**src/rtl/cache_miss_ctrl_pkg.sv**
```systemverilog
// Shared constants, state encoding and address helpers for the cache miss sequencer.
package cache_miss_ctrl_pkg;

  localparam int ADR_WIDTH_DEF      = 32;
  localparam int DATA_WIDTH_DEF     = 32;
  localparam int WORDS_PER_LINE_DEF = 4;
  localparam int LINE_BITS          = DATA_WIDTH_DEF * WORDS_PER_LINE_DEF;
  localparam int OFFSET_BITS        = 4;
  localparam int BEAT_BITS          = 2;

  localparam logic [1:0] ST_IDLE = 2'd0;
  localparam logic [1:0] ST_WB   = 2'd1;
  localparam logic [1:0] ST_RF   = 2'd2;
  localparam logic [1:0] ST_DONE = 2'd3;

  // Word index of a byte offset inside a line; picks the critical word.
  function automatic logic [BEAT_BITS-1:0] word_of(input logic [OFFSET_BITS-1:0] byte_ofs);
    return byte_ofs[OFFSET_BITS-1:2];
  endfunction

endpackage

```
**src/rtl/cache_miss_ctrl_mem_beat_ctr.sv**
```systemverilog
// Beat counter: loads a start word, advances on each ack, and flags the 4th beat
// regardless of where the burst started.
module mem_beat_ctr
  import cache_miss_ctrl_pkg::*;
(
  input  logic                 clk,
  input  logic                 rst,
  input  logic                 load_i,
  input  logic [BEAT_BITS-1:0] start_i,
  input  logic                 inc_i,
  output logic [BEAT_BITS-1:0] beat_o,
  output logic                 last_o
);

  logic [BEAT_BITS-1:0] beat_q, beat_d;
  logic [BEAT_BITS-1:0] cnt_q, cnt_d;

  always_comb begin
    beat_d = beat_q;
    cnt_d  = cnt_q;
    if (load_i) begin
      beat_d = start_i;
      cnt_d  = '0;
    end else if (inc_i) begin
      beat_d = beat_q + 1'b1;
      cnt_d  = cnt_q + 1'b1;
    end
  end

  always_ff @(posedge clk or negedge rst) begin
    if (!rst) begin
      beat_q <= '0;
      cnt_q  <= '0;
    end else begin
      beat_q <= beat_d;
      cnt_q  <= cnt_d;
    end
  end

  assign beat_o = beat_q;
  assign last_o = (cnt_q == 2'd3);

endmodule

```
**src/rtl/cache_miss_ctrl.sv**
```systemverilog
// Miss sequencer: optional dirty-victim writeback, then 4-beat line refill.
// Build option CRIT_WORD_FIRST_EN starts the refill at the missing word.
module cache_miss_ctrl
  import cache_miss_ctrl_pkg::*;
#(
  parameter int ADR_WIDTH      = ADR_WIDTH_DEF,
  parameter int DATA_WIDTH     = DATA_WIDTH_DEF,
  parameter int WORDS_PER_LINE = WORDS_PER_LINE_DEF
) (
  input  logic                               clk,
  input  logic                               rst,
  input  logic                               miss_req_i,
  input  logic [ADR_WIDTH-1:0]               miss_adr_i,
  input  logic                               victim_dirty_i,
  input  logic [ADR_WIDTH-1:0]               victim_adr_i,
  input  logic [DATA_WIDTH*WORDS_PER_LINE-1:0] victim_dat_i,
  output logic                               busy_o,
  output logic                               miss_done_o,
  output logic [DATA_WIDTH*WORDS_PER_LINE-1:0] refill_line_o,
  output logic                               mem_req_o,
  output logic                               mem_we_o,
  output logic [ADR_WIDTH-1:0]               mem_adr_o,
  output logic [DATA_WIDTH-1:0]              mem_dat_o,
  input  logic                               mem_ack_i,
  input  logic [DATA_WIDTH-1:0]              mem_dat_i
);

  localparam int TAG_W = ADR_WIDTH - OFFSET_BITS;
  localparam int LW    = DATA_WIDTH * WORDS_PER_LINE;

  logic [1:0]           state_q, state_d;
  logic [TAG_W-1:0]     miss_tag_q, vic_tag_q;
  logic [LW-1:0]        vic_dat_q;
  logic [LW-1:0]        line_q, line_d;
  logic [BEAT_BITS-1:0] rf_start_q, rf_start_d;
  logic                 capture;
  logic                 ack_v;
  logic                 ctr_load;
  logic [BEAT_BITS-1:0] ctr_start;
  logic [BEAT_BITS-1:0] beat;
  logic                 last_beat;
  logic                 unused_adr_bits;

`ifdef CRIT_WORD_FIRST_EN
  assign rf_start_d      = word_of(miss_adr_i[OFFSET_BITS-1:0]);
  assign unused_adr_bits = ^{miss_adr_i[1:0], victim_adr_i[OFFSET_BITS-1:0]};
`else
  assign rf_start_d      = '0;
  assign unused_adr_bits = ^{miss_adr_i[OFFSET_BITS-1:0], victim_adr_i[OFFSET_BITS-1:0]};
`endif

  assign capture = (state_q == ST_IDLE) && miss_req_i;
  assign ack_v   = mem_ack_i && mem_req_o;

  always_comb begin
    state_d   = state_q;
    line_d    = line_q;
    ctr_load  = 1'b0;
    ctr_start = '0;
    case (state_q)
      ST_IDLE: begin
        if (miss_req_i) begin
          ctr_load  = 1'b1;
          ctr_start = victim_dirty_i ? '0 : rf_start_d;
          state_d   = victim_dirty_i ? ST_WB : ST_RF;
        end
      end
      ST_WB: begin
        if (ack_v && last_beat) begin
          ctr_load  = 1'b1;
          ctr_start = rf_start_q;
          state_d   = ST_RF;
        end
      end
      ST_RF: begin
        if (ack_v) begin
          line_d[int'(beat)*DATA_WIDTH +: DATA_WIDTH] = mem_dat_i;
          if (last_beat) state_d = ST_DONE;
        end
      end
      default: state_d = ST_IDLE;
    endcase
  end

  mem_beat_ctr u_beat_ctr (
    .clk     (clk),
    .rst     (rst),
    .load_i  (ctr_load),
    .start_i (ctr_start),
    .inc_i   (ack_v),
    .beat_o  (beat),
    .last_o  (last_beat)
  );

  always_ff @(posedge clk or negedge rst) begin
    if (!rst) begin
      state_q    <= ST_IDLE;
      miss_tag_q <= '0;
      vic_tag_q  <= '0;
      vic_dat_q  <= '0;
      rf_start_q <= '0;
      line_q     <= '0;
    end else begin
      state_q <= state_d;
      line_q  <= line_d;
      if (capture) begin
        miss_tag_q <= miss_adr_i[ADR_WIDTH-1:OFFSET_BITS];
        vic_tag_q  <= victim_adr_i[ADR_WIDTH-1:OFFSET_BITS];
        vic_dat_q  <= victim_dat_i;
        rf_start_q <= rf_start_d;
      end
    end
  end

  always_comb begin
    mem_req_o = 1'b0;
    mem_we_o  = 1'b0;
    mem_adr_o = '0;
    mem_dat_o = '0;
    if (state_q == ST_WB) begin
      mem_req_o = 1'b1;
      mem_we_o  = 1'b1;
      mem_adr_o = {vic_tag_q, beat, 2'b00};
      mem_dat_o = vic_dat_q[int'(beat)*DATA_WIDTH +: DATA_WIDTH];
    end else if (state_q == ST_RF) begin
      mem_req_o = 1'b1;
      mem_adr_o = {miss_tag_q, beat, 2'b00};
    end
  end

  assign busy_o        = (state_q != ST_IDLE);
  assign miss_done_o   = (state_q == ST_DONE);
  assign refill_line_o = line_q;

endmodule

```
**config.mk**
```make
export PLATFORM = sky130hd
export DESIGN_NAME = cache_miss_ctrl
export DESIGN_NICKNAME = d
export VERILOG_FILES = /design/src/rtl/cache_miss_ctrl_pkg.sv /design/src/rtl/cache_miss_ctrl_mem_beat_ctr.sv /design/src/rtl/cache_miss_ctrl.sv
export SDC_FILE = /design/constraint.sdc
export NUM_CORES = 1
export LEC_CHECK = 0
export CAP_MARGIN = 20
export CORE_MARGIN = 2
export CORE_UTILIZATION = 46
export CTS_CLUSTER_SIZE = 24
export DETAILED_ROUTE_END_ITERATION = 7
export PLACE_DENSITY = 0.76
export SYNTH_ARGS = -nofsm -noshare
export SYNTH_HDL_FRONTEND = slang
export SYNTH_HIERARCHICAL = 1
export SYNTH_SLANG_ARGS = --single-unit
```
**constraint.sdc**
```tcl
create_clock -name clk -period 3.11 [get_ports clk]
set_clock_uncertainty 0.2 [all_clocks]
set_input_delay 0.311 -clock clk [delete_from_list [all_inputs] [get_ports clk]]
set_output_delay 0.311 -clock clk [all_outputs]
set_load 0.01 [all_outputs]
```
# Word level (Yosys, flattened, before mapping)
# Cells that the tools add are included.
# Widths: inputs -> output; s select.
totals:
  ff_bits: 318
  latch_bits: 0
  ram_bits: 0
  romBits: 0
  input_bits: 229
  out_inout_bits: 196
  word_cells: 49
  memories: 0
op_classes:
  add_sub_neg: 3
  n_mul: 0
  n_div: 0
  n_lt_le_gt_ge: 0
  eq_ne: 8
  shift: 3
  n_mux: 20
  n_bitwise: 0
  n_reduce_logical: 8
op_table:
  columns: ["op", "n"]
  rows:
  - ["$bwmux 128", 1]
  - ["$shift 32x33->128 const A", 1]
  - ["$shiftx 128x8->32", 1]
  - ["$shiftx 32x33->128", 1]
  - ["$mux 32", 3]
  - ["$neg 7->33", 1]
  - ["$mux 2", 9]
  - ["$ne 2x2->1 const B", 4]
  - ["$eq 2x2->1 const B", 3]
  - ["$pmux 2 s3", 1]
  - ["$mux 1", 5]
  - ["$add 2x1->2 const B", 2]
  - ["$reduce_and 4->1", 1]
  - ["$reduce_bool 2->1", 2]
  - ["$logic_and 1x1->1", 3]
  - ["$eq 2x1->1 const B", 1]
  - ["$logic_not 2->1", 1]
  - ["$pmux 1 s2", 1]
  - ["$reduce_and 2->1", 1]

# Depth between registers and ports, before layout
# Gate-level depths: netlist of run 1.
logic_depth:
  depth_word: 8
  depth_mapped: 8
  ltp_nobuf: 6

# Modules after synthesis
# The synthesis of run 1 kept the hierarchy.
by_module_without_submodules:
  columns: ["mod", "instances", "cells_per_inst", "area_per_inst_um2", "seq_area_each_um2"]
  rows:
  - ["cache_miss_ctrl", 1, 830, 12982.5, 7857.5]
  - ["mem_beat_ctr", 1, 16, 186.4, 100.1]

# Worst setup path before layout of run 1
# Ideal clock, no wire load.
synth_path:
  path_type: "register -> register"
  from: "reg u_beat_ctr.beat_q[1] (netlist: u_beat_ctr/beat_o[1])"
  to: "reg line_q[66] (netlist: refill_line_o[66])"
  setup_time_ns: 0.065
  arrival_ns: 2.004
  required_ns: 2.845
  setup_slack_ns: 0.841
  stages_incl_launch_ff: 9
  n_path_buf: 3
  period_less_slack_ns: 2.269
  cell_sequence: "dfrtp_1 > clkbuf_1 > buf_2 > inv_1 > ha_1 > nand2b_1 > nor4_4 > buf_6 > a22o_1"
synth_via:
  elab_chain_cells: 3
  word_cells_on_any_way: 4
  cone_classes: "add/sub: 1; shift: 2; mux: 1"
synth_rtl:
  columns: ["item", "line_no", "text"]
  rows:
  - ["start: declaration", "cache_miss_ctrl_mem_beat_ctr.sv:15", "logic [BEAT_BITS-1:0] beat_q, beat_d;"]
  - ["start signal: assignment", "cache_miss_ctrl_mem_beat_ctr.sv:35", "beat_q <= beat_d;"]
  - ["$neg 7->33 (*)", "cache_miss_ctrl.sv:77", "line_d[int'(beat)*DATA_WIDTH +: DATA_WIDTH] = mem_dat_i;"]
  - ["$shiftx 32x33->128 / $shift 32x33->128 (equally long branches)", "cache_miss_ctrl.sv:77", null]
  - ["$bwmux 128 (*)", "cache_miss_ctrl.sv:77", null]
  - ["end signal: assignment", "cache_miss_ctrl.sv:105", "line_q <= line_d;"]
  - ["end: declaration", "cache_miss_ctrl.sv:34", "logic [LW-1:0] line_q, line_d;"]
# Mark *: on every way between the ends. The rest lies on a longest branch, timed or not.
# A chain may end at the register's enable or synchronous reset.

# Worst setup path after layout of run 1
layout_path:
  from: "reg state_q[1]"
  to: "out mem_adr_o[6]"
layout_via:
  elab_chain_cells: 3
  word_cells_on_any_way: 4
  cone_classes: "eq/ne: 2; mux: 2"
layout_rtl:
  columns: ["item", "line_no", "text"]
  rows:
  - ["start: declaration", "cache_miss_ctrl.sv:31", "logic [1:0] state_q, state_d;"]
  - ["start signal: assignment", "cache_miss_ctrl.sv:104", "state_q <= state_d;"]
  - ["$eq 2x2->1", "cache_miss_ctrl.sv:125", "end else if (state_q == ST_RF) begin"]
  - ["$mux 32", "cache_miss_ctrl.sv:125", null]
  - ["$mux 32 (*)", "cache_miss_ctrl.sv:120", "if (state_q == ST_WB) begin"]
  - ["end: declaration", "cache_miss_ctrl.sv:22", "output logic [ADR_WIDTH-1:0] mem_adr_o,"]
# Marked as above.

==> results of run 1 <==
==> synthesized netlist by cell type <==
cell / count / area share (%)
nand2b_1: 2 / 0.095
nor4bb_1: 1 / 0.076
dfrtp_1: 318 / 60
nor4_2: 1 / 0.095
ha_1: 11 / 1.0
mux4_2: 32 / 5.5
a22o_1: 154 / 10
inv_1: 7 / 0.20
nor2_1: 6 / 0.17
a32o_1: 2 / 0.15
nor3_1: 1 / 0.038
buf_6: 10 / 0.86
nor4_4: 1 / 0.16
conb_1: 1 / 0.028
o21bai_1: 1 / 0.057
a222oi_1: 1 / 0.076
clkbuf_1: 20 / 0.57
mux2_2: 185 / 16
buf_4: 4 / 0.23
a221o_1: 1 / 0.076
nand3_4: 1 / 0.13
and2_1: 33 / 1.6
buf_2: 32 / 1.2
nand2_1: 4 / 0.11
nor4b_4: 1 / 0.18
nand3_1: 2 / 0.076
o21ai_0: 3 / 0.11
nand3b_1: 1 / 0.057
mux2i_1: 2 / 0.15
nand3_2: 2 / 0.15
nor2b_1: 3 / 0.14
xnor2_1: 2 / 0.13
nor3_2: 1 / 0.076
==> worst register-to-register path, delay by kind of cell, from the launching register on <==
kind	cells	cell delay, ps
AOI/OAI and AO/OA	1	230
adders and majority gates	1	470
buffers and inverters	2	590
DFF	1	630
and+or+nand+nor	2	400
==> power by group <==
group | total (mW) | switching, mW | internal (mW) | leakage, nW
sequential | 7.24 | 1.12 | 6.12 | 4.01
clock | 4.05 | 1.68 | 2.36 | 0.555
combinational | 8.31 | 3.18 | 5.13 | 3.56
==> per-stage QoR <==
step | total power, mW | util [%]
after floorplan | 11.66 | -
after CTS | 19.78 | 67.66
after global placement | 15.35 | 63.55
after global routing | 20.67 | 67.77
final | 19.60 | 67.77
after detailed placement | 15.61 | 63.55
==> timing repair <==
action                                  CTS  global route
resized for setup                         2             1
hold endpoints to repair                 80             0
setup buffers                             0             1
endpoints found under the setup margin    5             4
hold buffers                              1             0
pin swaps                                 0             0
==> sequential cells by signal (all words and copies together) (netlist names) <==
signal and flops:
miss_tag_q 28, vic_tag_q 28, vic_dat_q 128, refill_line_o 128
u_beat_ctr/beat_o 2, u_beat_ctr/cnt_q 2, state_q 2
==> layout make-up <==
class / instances / area, sq um
diodes: 8 / 20.02
fillers: 2060 / 9027
clock buffers: 48 / 1006
flip-flops and latches: 318 / 7960
clock inverters: 15 / 122.6
multi-input cells: 458 / 4856
well taps: 378 / 473.0
repair buffers: 442 / 4519
inverters: 7 / 26.28
==> logic make-up (layout without fill, tap and decap cells) <==
logic type	Yosys count	after routing
buffers and inverters	73	512
multiplexers	219	219
other	1	12
XOR/XNOR	2	2
flip-flops	318	318
adder cells (fa/ha/maj)	11	11
AND/OR/NAND/NOR	60	60
AO/OA/AOI/OAI	162	162
==> layer usage <==
layer / track usage, % / routed length, um / vias up
li1: - / - / 4012
met1: 29.28 / 14010 / 4695
met2: 41.62 / 18320 / 385
met3: 7.080 / 3047 / 74
met4: 9.605 / 1217 / 0
met5: 0 / 0 / -
==> worst min-delay path by stage <==
stage,end,slack (ps),depth (start not counted)
2_1_floorplan,miss_tag_q[0],-180,0
3_3_place_gp,refill_line_o[1],160,1
3_5_place_dp,refill_line_o[33],170,1
4_1_cts,vic_dat_q[64],180,2
5_1_grt,vic_dat_q[67],190,2
6_report,refill_line_o[2],200,2
==> metrics.md, run 1 <==
| Metric | Value |
|---|---|
| Status | complete, no violations |
| Startpoint Class | register |
| Crit path max fanout | 46 |
| DIE AREA | 30,000 sq um |
| Clk_lat worst skew | between 500 and 600 ps |
| Multiplexer share of the synthesized area | 21.44% |
| Hold Slack | approximately 200 ps |
| Die Span X | approximately 170 um |
| Largest family of logic cells by synthesized area | multiplexers |
| Reg2Reg Setup Slack | just over 500 ps |
| Final min period | ~3000 ps |
| Initial DRT Pass Iterations | 4 |
| Initial Util | between 40% and 50% |
| Worst setup path endpoint | mem_adr_o[6] |
| Tightest Hold Check Type | primary input to async pin |
| First-pass GRT wire length | between 50,000 and 60,000 um |
| Mapped Area | between 10,000 and 15,000 sq um |
| Simple-Gate Fraction of Synth Area | ~3.1% |
| Vias in the first global route | 9,885 |
| Post-route ant nets | 0 |
| Clock sinks | between 300 and 400 |
| Die Y-Extent | about 170 um |
| Final TNS setup | 0 ps |
| Slew margin rel. | between 50% and 60% |
| Layout cells sized above 1 | 24.38% |
| Reg2reg start | u_beat_ctr/beat_o[1] |
| Worst reg2reg endpoint | refill_line_o[87] |
| Post-Layout Cell Count | about 1,700 |
| Commonest cells after routing, fill and taps aside | clkdlybuf4s50_1, dfrtp_1, mux2_2 |
| Final HPWL DP | 25,410 um |
| Max Transition Viols Final | 0 |
| Worst-Margin Slew | just under 700 ps |
| Worst Reg-to-Reg Cells | 6 |
| Sequential share of the synthesized area | between 60% and 70% |
| CP arrival | approximately 2500 ps |
| Post-Place Worst Slack | ~480 ps |
| Max Cap Viol | 0 |
| Largest net degree at the start of global routing | 86 |
| Worst Setup SP | state_q[1] |
| # H-tree levels | 2 |
| Total CTS buffers | 35 |
| Post-Synth Adder-Cell Area | 1.045% |
| Yosys Warn Count | 6 |
| Fin crit share | about 96% |
| DR iter-0 viols | 516 |
| # rows | between 60 and 70 |
| Reg clk slew, reported paths | about 60 ps |
| Fin. Hold Viols | 0 |
| Yosys cell types | 33 |
| Number of buffers added on ports | just over 400 |
| IO Pins | between 400 and 500 |
| Clock root buffer | clkbuf_16 |
| Pwr dens | around 1000 nW/um^2 |
| Post-synthesis xor/xnor area fraction | 0.1330% |
| Dpl cell area | between 15,000 and 20,000 sq um |
| Fmax | 335.9 MHz |
| Drt drc | 0 |
| CP Class | register to primary output |
| Area growth syn-to-layout | 44.15% |
| Crit path depth | 5 |
| All-Layer GR Usage | 24.42% |
| Critical-path top delay cell | clkdlybuf4s50_1 |
| Worst path cell trace | inv_1 -> ha_4 -> buf_12 -> a22o_1 -> clkdlybuf4s50_1 |
| Drt via density | 5.476 |
| Antenna violations before repair | 7 |
| CP bufs+invs | 3 |
| Avg Cell Area, Syn | approximately 16 sq um |
| Post-Synthesis Cells | roughly 850 |
| Placed cells | 1,601 |
| Total global routing overflow | 0 |
| Max clock buf depth | 3 |
| Crit path max-delay family | buffers and inverters |
| Synth Area in Compound Gates | between 10% and 20% |
| CORE AREA | roughly 28,000 sq um |
| Number of nets in the layout | 1,502 |
| Leak Pwr | 8.122 nW |
| Max VDD drop | between 0.5 and 0.6 mV |
| Yosys reg bits | between 300 and 400 |
| CTS tree | yes |
| Detailed-route via count | about 9,200 |
| Design Area, Final | about 19,000 sq um |
| Commonest non-fill, non-tap cell in the layout | clkdlybuf4s50_1 |
| Setup crit end kind | primary output |
| CP peak stage delay | between 500 and 600 ps |
| Drt total wl | 36,590 um |
| Routability Congestion | approximately 0.8 |
| Per-cell routed wire length | approximately 22 um |
| Min setup slack post-route | about 130 ps |
| Final Setup Violations | 0 |
| Worst Path Required | approximately 2600 ps |
(Power assumes the default switching activity.)
==> run 2, diff against run 1 <==
--- a/config.mk
+++ b/config.mk
@@ -13,5 +13,4 @@
 export PLACE_DENSITY = 0.76
 export SYNTH_ARGS = -nofsm -noshare
 export SYNTH_HDL_FRONTEND = slang
-export SYNTH_HIERARCHICAL = 1
 export SYNTH_SLANG_ARGS = --single-unit
==> run 2 against run 1 <==
Net effect:
- worst hold slack worse by 41 ps
- area after synthesis is 0.65% lower
- count of clock-buffer cells in the layout up 9
- register-to-register slack improved by 30 ps
- core utilization increased by 0.36 points
- global-route usage fell by 0.26 points
- final area is essentially flat
- combinational power down 17%
- routed wire length is 0.52% lower
- sequential cell count did not move
- synthesized cell count is the same
- clock power is 5.2% higher
- highest routed layer is now met5
==> metrics.md, run 2 <==
| Metric | Value |
|---|---|
| Status | complete, no violations (unchanged) |
| Reg clk slew, reported paths | 60 ps (about the same) |
| Worst Path Required | 2600 ps (about the same) |
| Final min period | 2999 ps (was 2977 ps) |
| Unrepaired setup endpoints after global routing | no |
| Reg2reg start | state_q[1] (was u_beat_ctr/beat_o[1]) |
| IO Pins | 425 (unchanged) |
| Initial Util | 46.97% (was 47.01%) |
| All-Layer GR Usage | 24.16% (was 24.42%) |
| Max VDD drop | 0.5437 mV (was 0.5920 mV) |
| Yosys cell types | 32 (was 33) |
| Placed cells | 1,600 (was 1,601) |
| Area contributors post-synth | dfrtp_1, mux2_2, a22o_1, mux4_2, and2_1 (unchanged) |
| Yosys Warn Count | 0 (was 6) |
| Post-synth EDFFs | 0 (unchanged) |
| Mapped Area | 13,080 sq um (was 13,170 sq um) |
| Max Cap Viol | 0 (unchanged) |
| DR iter-0 viols | 550 (was 516) |
| Worst reg2reg endpoint | vic_dat_q[8] (was refill_line_o[87]) |
| Fin crit share | 96.44% (was 95.72%) |
| Worst Setup SP | state_q[0] (was state_q[1]) |
| Drt drc | 0 (unchanged) |
| Pwr dens | 940.9 nW/um^2 (was 1032 nW/um^2) |
| Fmax | 333.4 MHz (was 335.9 MHz) |
| Initial DRT Pass Iterations | 5 (was 4) |
| Sequential share of the synthesized area | 60.82% (was 60.43%) |
| Post-layout util | 68.13% (was 67.77%) |
| Area growth syn-to-layout | 45.06% (was 44.15%) |
| Post-Layout Cell Count | 1,666 (was 1,674) |
| # rows | 61 (unchanged) |
| Total global routing overflow | 0 (unchanged) |
| Count leader, synth | dfrtp_1 (unchanged) |
| Sequential cell area | 7959 sq um (was 7960 sq um) |
| Async SR Flop Fraction | 100.0% (unchanged) |
| Reg2Reg Setup Slack | 540 ps (was 510 ps) |
| Post-route ant nets | 0 (unchanged) |
| Clk_lat worst skew | 510 ps (was 520 ps) |
| CP arrival | 2490 ps (was 2470 ps) |
| Cell taking the most area after synthesis | dfrtp_1 (unchanged) |
| Number of buffers added on ports | 414 (unchanged) |
| CP Class | register to primary output (unchanged) |
| Post-Place Worst Slack | 420.5 ps (was 483.2 ps) |
| Fillers | 1,961 (was 2,060) |
| Commonest non-fill, non-tap cell in the layout | clkdlybuf4s50_1 (unchanged) |
| Crit path max fanout | 28 (was 46) |
| Clock root buffer | clkbuf_16 (unchanged) |
| Worst setup path endpoint | mem_adr_o[17] (was mem_adr_o[6]) |
| Routability Congestion | 0.7670 (was 0.7968) |
| Total Power | 17.86 mW (was 19.60 mW) |
| Commonest cells after routing, fill and taps aside | clkdlybuf4s50_1, dfrtp_1, mux2_2 (unchanged) |
| Post-Synthesis Cells | 846 (unchanged) |
| Area occupied by multi-input gates | 4812 sq um (was 4856 sq um) |
| Synth top cells by count | dfrtp_1, mux2_2, a22o_1 (unchanged) |
| Max Transition Viols Final | 0 (unchanged) |
| Setup crit end kind | primary output (unchanged) |
| Largest net degree at the start of global routing | 73 (was 86) |
| Clock sinks | 318 (unchanged) |
| Avg Cell Area, Syn | 15.47 sq um (was 15.57 sq um) |
| Layout cells sized above 1 | 24.18% (was 24.38%) |
| Primary FF master, synth | dfrtp_1 (unchanged) |
| Vias in the first global route | 9,889 (was 9,885) |
| Worst-Margin Slew | 634.6 ps (was 680.1 ps) |
| Min setup slack post-route | 110.6 ps (was 133.1 ps) |
| Final HPWL DP | 25,200 um (was 25,410 um) |
| First-pass GRT wire length | 56,830 um (was 57,520 um) |
| Drt total wl | 36,400 um (was 36,590 um) |
| Die Y-Extent | 172.7 um (was 173.2 um) |
| CTS tree | yes (unchanged) |
| Number of nets in the layout | 1,501 (was 1,502) |
| Worst Reg-to-Reg Cells | 6 (unchanged) |
| Tightest Hold Check Type | primary input to async pin (unchanged) |
| Startpoint Class | register (unchanged) |
| Final TNS setup | 0 ps (unchanged) |
| Yosys reg bits | 318 (unchanged) |
| DIE AREA | 29,810 sq um (was 30,000 sq um) |
| Slew margin rel. | 57.69% (was 54.66%) |
| CORE AREA | 27,860 sq um (was 28,010 sq um) |
| Total CTS buffers | 35 (unchanged) |
| Antenna violations before repair | 6 (was 7) |
| Fin. Hold Viols | 0 (unchanged) |
| Max clock buf depth | 3 (unchanged) |
| Synth top area share | 60.82% (was 60.43%) |
| Drt via density | 5.482 (was 5.476) |
| # H-tree levels | 2 (unchanged) |
| Die Span X | 172.7 um (was 173.2 um) |
| Per-cell routed wire length | 21.85 um (was 21.86 um) |
| Detailed-route via count | 9,133 (was 9,166) |
| Final Setup Violations | 0 (unchanged) |
| Leak Pwr | 8.018 nW (was 8.122 nW) |
-- run 2: critical path, cell delays in order (launching register included) --
cell and delay (ps):
dfrtp_1 460, inv_1 160, ha_4 210, nor2b_2 210
buf_12 200, a22o_1 160, clkdlybuf4s50_1 560
-- run 2: repair_timing --
item | 4_1_cts | 5_1_grt
endpoints found under the setup margin | 32 | 43
setup buffers | 0 | 1
resized for setup | 3 | 5
endpoints found under the hold margin | 66 | 0
hold buffers | 1 | 0
-- run 2: cell type report --
| type | count | share of cell area (%) |
|---|---|---|
| Antenna cell | 2 | 0.02637 |
| Clock buffer | 57 | 5.959 |
| Clock inverter | 5 | 0.3955 |
| Inverter | 6 | 0.1187 |
| Multi-Input combinational cell | 457 | 25.35 |
| Timing Repair Buffer | 443 | 23.72 |
| Sequential cell | 318 | 41.93 |
| Tap cell | 378 | 2.492 |
-- run 2: cells by family after synthesis --
logic type | synth area share (%)
DFF | 60.82
AOI/OAI and AO/OA | 10.77
and+or+nand+nor | 3.060
other | 0.02866
adders and majority gates | 1.052
buffers and inverters | 2.764
muxes | 21.51
-- run 2: metal layers --
metal	wire length, um	part of all wire [%]	global-route usage (%)	up-vias
met5	34	0.093	0	-
met4	1366	3.8	9.675	6
met3	3570	9.8	8.773	83
met2	17740	49	40.28	403
met1	13690	38	28.57	4642
li1	-	-	-	3999
-- run 2: through the flow --
step	hold slack [ps]	cell area [sq um]
floorplan	-184.6	13090
global placement	125.8	17710
detailed placement	125.9	17710
CTS	193.1	18930
global route	199.2	18980
finish	158.3	18980
-- run 2: power breakdown --
group / leakage, nW / internal, mW / switching (mW) / total (mW)
registers: 4.01 / 5.81 / 0.912 / 6.73
clock network: 0.598 / 2.64 / 1.62 / 4.26
logic: 3.41 / 4.23 / 2.64 / 6.87
total: 8.02 / 12.7 / 5.17 / 17.9
-- run 2: how the worst min path moves through the flow --
stage | to | cells past startpoint
floorplan | miss_tag_q[0] | 0
global placement | refill_line_o[59] | 1
detailed placement | refill_line_o[59] | 1
CTS | vic_dat_q[95] | 2
global route | vic_dat_q[114] | 2
finish | refill_line_o[91] | 2
==> run 3, diff against run 2 <==
--- a/config.mk
+++ b/config.mk
@@ -14,3 +14,4 @@
 export SYNTH_ARGS = -nofsm -noshare
 export SYNTH_HDL_FRONTEND = slang
 export SYNTH_SLANG_ARGS = --single-unit
+export TNS_END_PERCENT = 5
==> results of run 3 <==
The final DEF is identical to that of run 2; final timing and power are the same.
